## src/rtl/aq_spsram_fifo_ctrl.sv

```systemverilog
// 64x88 single-port SRAM FIFO controller with a 2-entry output buffer.
// Optional AQ_SPSRAM_FIFO_BYPASS_EN: empty-queue pushes skip the SRAM.
module aq_spsram_fifo_ctrl #(
   parameter int ADDR_WIDTH = 6,
   parameter int DATA_WIDTH = 88
) (
   input  logic                  forever_cpuclk,
   input  logic                  cpurst_b,
   input  logic                  flush,
   input  logic                  push_vld,
   output logic                  push_rdy,
   input  logic [DATA_WIDTH-1:0] push_data,
   output logic                  pop_vld,
   input  logic                  pop_rdy,
   output logic [DATA_WIDTH-1:0] pop_data,
   output logic [6:0]            fifo_cnt,
   output logic [ADDR_WIDTH-1:0] sram_a,
   output logic                  sram_cen,
   output logic                  sram_gwen,
   output logic [DATA_WIDTH-1:0] sram_wen,
   output logic [DATA_WIDTH-1:0] sram_d,
   input  logic [DATA_WIDTH-1:0] sram_q
);

   localparam int CW = ADDR_WIDTH + 1;
   localparam logic [CW-1:0] FULL_CNT = CW'(1 << ADDR_WIDTH);

   logic [ADDR_WIDTH-1:0] wr_ptr;
   logic [ADDR_WIDTH-1:0] rd_ptr;
   logic [CW-1:0]         sram_cnt;
   logic                  rd_inflight;
   logic [1:0]            ob_cnt;
   logic                  last_grant;
   logic [DATA_WIDTH-1:0] ob0;
   logic [DATA_WIDTH-1:0] ob1;

   logic                  full;
   logic                  rd_elig;
   logic                  wr_req;
   logic                  grant_rd;
   logic                  push_fire;
   logic                  pop_fire;
   logic                  byp;
   logic                  do_wr;
   logic                  do_rd;
   logic                  fill;
   logic [DATA_WIDTH-1:0] fill_data;

   assign full    = (sram_cnt == FULL_CNT);
   assign rd_elig = (sram_cnt != '0) &&
                    (({1'b0, ob_cnt} + {2'b00, rd_inflight}) < 3'd2);
   assign wr_req  = push_vld && !full;

   // Contested cycles go to whichever side did not win the last contest.
   assign grant_rd = rd_elig && (!wr_req || !last_grant);

   assign push_rdy  = !full && !grant_rd && !flush;
   assign push_fire = push_vld && push_rdy;
   assign pop_vld   = (ob_cnt != 2'd0);
   assign pop_fire  = pop_vld && pop_rdy;
   assign pop_data  = ob0;

`ifdef AQ_SPSRAM_FIFO_BYPASS_EN
   assign byp = push_fire && (sram_cnt == '0) && !rd_inflight &&
                (ob_cnt != 2'd2);
`else
   assign byp = 1'b0;
`endif

   assign do_wr = push_fire && !byp;
   assign do_rd = grant_rd;

   assign fill      = rd_inflight || byp;
   assign fill_data = rd_inflight ? sram_q : push_data;

   assign sram_cen  = !(do_wr || do_rd);
   assign sram_gwen = do_wr;
   assign sram_wen  = {DATA_WIDTH{do_wr}};
   assign sram_d    = push_data;
   assign sram_a    = do_wr ? wr_ptr : (do_rd ? rd_ptr : '0);

   assign fifo_cnt = 7'(sram_cnt) + 7'(rd_inflight) + 7'(ob_cnt);

   always_ff @(posedge forever_cpuclk or negedge cpurst_b) begin
      if (!cpurst_b) begin
         wr_ptr      <= '0;
         rd_ptr      <= '0;
         sram_cnt    <= '0;
         rd_inflight <= 1'b0;
         ob_cnt      <= 2'd0;
         last_grant  <= 1'b0;
         ob0         <= '0;
         ob1         <= '0;
      end else if (flush) begin
         wr_ptr      <= '0;
         rd_ptr      <= '0;
         sram_cnt    <= '0;
         rd_inflight <= 1'b0;
         ob_cnt      <= 2'd0;
         last_grant  <= 1'b0;
      end else begin
         if (do_wr)
            wr_ptr <= wr_ptr + 1'b1;
         if (do_rd)
            rd_ptr <= rd_ptr + 1'b1;
         sram_cnt    <= sram_cnt + CW'(do_wr) - CW'(do_rd);
         rd_inflight <= do_rd;
         if (rd_elig && wr_req)
            last_grant <= do_rd;
         case ({pop_fire, fill})
            2'b11: begin
               if (ob_cnt == 2'd1) begin
                  ob0 <= fill_data;
               end else begin
                  ob0 <= ob1;
                  ob1 <= fill_data;
               end
            end
            2'b10: begin
               ob0    <= ob1;
               ob_cnt <= ob_cnt - 2'd1;
            end
            2'b01: begin
               if (ob_cnt == 2'd0)
                  ob0 <= fill_data;
               else
                  ob1 <= fill_data;
               ob_cnt <= ob_cnt + 2'd1;
            end
            default: ;
         endcase
      end
   end

endmodule

```

## config.mk

```make
export PLATFORM = sky130hd
export DESIGN_NAME = aq_spsram_fifo_ctrl
export DESIGN_NICKNAME = d
export VERILOG_FILES = /design/src/rtl/aq_spsram_fifo_ctrl.sv
export SDC_FILE = /design/constraint.sdc
export NUM_CORES = 1
export LEC_CHECK = 0
export BUFFER_PORTS_ARGS = -buffer_cell sky130_fd_sc_hd__buf_2
export CELL_PAD_IN_SITES_DETAIL_PLACEMENT = 0
export CELL_PAD_IN_SITES_GLOBAL_PLACEMENT = 1
export CORE_ASPECT_RATIO = 0.9
export CORE_MARGIN = 4
export CORE_UTILIZATION = 39
export CTS_BUF_LIST = sky130_fd_sc_hd__clkbuf_2 sky130_fd_sc_hd__clkbuf_4 sky130_fd_sc_hd__clkbuf_8
export DETAILED_ROUTE_END_ITERATION = 12
export HOLD_SLACK_MARGIN = 0.08
export PLACE_DENSITY = 0.89
export SLEW_MARGIN = 10
export SYNTH_ARGS = -nofsm -noshare
export SYNTH_HDL_FRONTEND = slang
export SYNTH_SLANG_ARGS = --single-unit
export TNS_END_PERCENT = 1
```

## constraint.sdc

```tcl
create_clock -name forever_cpuclk -period 4.95 [get_ports forever_cpuclk]
set_clock_uncertainty 0.2 [all_clocks]
set_input_delay 0.7425 -clock forever_cpuclk [delete_from_list [all_inputs] [get_ports forever_cpuclk]]
set_output_delay 0.7425 -clock forever_cpuclk [all_outputs]
set_load 0.01 [all_outputs]
```

==> reports/metrics.yaml <==
async_reset_ff_share_pct: 100.0
setup_violations: 0
max_stage_delay_ns: 0.82
route.detailed.drc: 0
power_density_nw_per_um2: 616.7
r2r-start: "ob_cnt[0]$_DFFE_PN0P_"
clock_path_buffers: 2
maxSlewHeadroom_pct: 23.60
synth_cells: 1155
seqCellArea_um2: 4984
whs_ns: 0.1411
start_util_pct: 39.42
yosysSeqAreaShare_pct: 39.72
fin_crit_sh_pct: 76.22
dp_hpwl_um: 22760
grt_first_pass_wirelength_um: 51960
synth.distinct_cells: 52
setup_total_negative_slack_ns: 0
numCtsBuffers: 17
clkSinkCount: 199
drv_slew: 0
synth_ff_type: "dfrtp_1"
status: "finished, final reports clean"
r2r_end: "pop_data[65]$_DFFE_PN0P_"
drt_iter0_markers: 484
crit_type: "reg -> out"
placed_cell_area_um2: 13860
wl_um: 34010
io_pins: 462
multi_input_area_um2: 5823
tightest_slew_ns: 1.146
min_period_ns: 3.773
p_leak_nw: 6.768
post-cts-setup-buffer-count: 0
yosys.cell_count.top_type: "dfrtp_1"
viasPerCell: 5.369
dieArea_um2: 35090
diodes: 0
cts_hold_buf: 0
cp_top_family: "flip-flops"
grt_setup_unrepaired: "false"
grtUsageTotal_pct: 18.29
regToRegSetupSlack_ns: 1.49
num_vias: 9766
drtAntennaViolNets: 0
core_area_um2: 31810
path_buf_inv: 3
cp_max_fo: 43
synth-edff-count: 0
fill_cells: 3082
final_hold_viol_count: 0
cts.reportedPaths.clkPinSlew_ns: 0.11
synth_top_area_cell: "dfrtp_1"
die_w_um: 197
crit_slowest_cell: "dfrtp_4"
worstPathArrival_ns: 2.83
grt_max_degree: 101
place_ws_ns: 1.462
avgSynthCellArea_um2: 10.86
setup_slack_ns: 1.177
core.rowCount: 62
cts_root_buffer: "clkbuf_8"
critPathRequiredTime_ns: 4.01
syn-cell-area_um2: 12540
insertion_delay_ns: 0.46
synth_area_leaders: "dfrtp_1 (40%), mux2_2 (15%), buf_4 (11%)"
dr.pass1.iters: 5
antenna_found_initial: 0
ir_drop_mv: 0.2667
synth_common_cells: "dfrtp_1 (199), buf_4 (178), mux2_2 (172), nand2_1 (106), mux2i_1 (94)"
ys_seq_elements: 199
max_freq_mhz: 265.1
nets: 1596
final_cell_area_um2: 14230
crit_path_end_kind: "output pin"
rr_worst_depth: 10
cts.htree.levels: 4
overflow: 0
crit_chain: "inv_1 > fa_1 > inv_1 > fa_1 > nand3_1 > xnor2_1 > buf_2"
final_layout_size_suffix_gt1_share_pct: 49.47
grt_pass1_vias: 9554
synth_nets: 1360
portBuffers: 461
syn_to_final_growth_pct: 13.53
synth_top_area_share_pct: 39.72
die_height_um: 178.1
cts_resized: 0
worst_setup_path_start_kind: "flip-flop"
hold_class: "in -> async"
cts_tree: "yes"
wire_per_inst_um: 18.70
yosysWarnings: 0
gp_congestion: 0.8283
maxCapViolCount: 0
-- worst max-delay path by stage --
stage                                      from                        to  slack, ns  cells after the start
after floorplan                           flush     sram_cnt[6]$_DFF_PN0_       0.46                      9
after global placement                    flush     sram_cnt[6]$_DFF_PN0_       1.57                     11
after detailed placement  ob_cnt[0]$_DFFE_PN0P_  pop_data[65]$_DFFE_PN0P_       1.46                     10
after CTS                        fill$_DFF_PN0_               fifo_cnt[6]       1.04                      7
after global routing             fill$_DFF_PN0_                 sram_a[1]       0.90                      6
final                            fill$_DFF_PN0_               fifo_cnt[6]       1.18                      7
-- worst register-to-register path: stages, from the launching register on --
cell      delay, ns
dfrtp_1        0.45
inv_1          0.17
ha_1           0.30
inv_1          0.08
nand2_1        0.15
ha_4           0.42
inv_1          0.18
o21ai_4        0.16
or2_4          0.62
buf_4          0.41
o221ai_1       0.17
-- metrics by stage --
stage          util, %  cells  power, W
2_1_floorplan        -   1155  0.006564
3_3_place_gp     43.59   1788  0.007620
3_5_place_dp     43.59   1788  0.007801
4_1_cts          44.76   1819  0.008870
5_1_grt          44.76   1819  0.009469
6_report         44.76   1819  0.008779
-- placed cells by master (no fill, tap or decap), types with 3 or more instances in the layout --
cell type / n
a21oi_1: 6
a22o_1: 6
a22oi_1: 87
buf_2: 460
buf_4: 14
clkbuf_8: 18
clkinv_2: 3
dfrtp_1: 198
fa_1: 3
ha_1: 18
ha_4: 3
inv_1: 20
inv_6: 5
inv_8: 3
mux2_1: 5
mux2_2: 172
mux2i_1: 94
nand2_1: 106
nand3_1: 5
nand4_1: 4
nor2_1: 14
nor2b_1: 8
nor3_1: 4
nor4_1: 5
o211ai_1: 3
o21ai_0: 8
o221ai_1: 87
xnor2_1: 9
-- power breakdown --
part,switching (W),internal (W)
combinational,0.00264,0.00216
clock,0.000635,0.000412
sequential,0.000567,0.00237
total,0.00384,0.00494
-- layer usage --
| metal | global-route usage [%] | routed length, um | up-vias |
|---|---|---|---|
| met5 | 0 | 0 | - |
| met4 | 3.957 | 357 | 0 |
| met3 | 3.456 | 2300 | 19 |
| met2 | 32.09 | 17270 | 361 |
| met1 | 23.63 | 14080 | 4867 |
| li1 | - | - | 4519 |
-- logic make-up after synthesis --
family / share of synthesized area, %
AO/OA/AOI/OAI: 13.12
XOR/XNOR: 0.6986
adder cells (fa/ha/maj): 2.575
buffers and inverters: 14.28
flip-flops: 39.72
multiplexers: 23.63
AND/OR/NAND/NOR: 5.978
-- registers in the layout, summed over array words and instances, names as in the netlist --
name and flops:
ob1 88, sram_cnt 7, last_grant 1, pop_data 88
wr_ptr 6, fill 1, ob_cnt 2, rd_ptr 6
-- area by class of cell --
type                    count  share of cell area, %
clock buffers              17                  1.644
flip-flops and latches    199                  35.01
clock inverters            14                 0.9669
well taps                 416                  3.656
inverters                  20                 0.5274
repair buffers            477                  17.29
multi-input cells         676                  40.91
No activity file was read; power rests on OpenSTA's default activity.
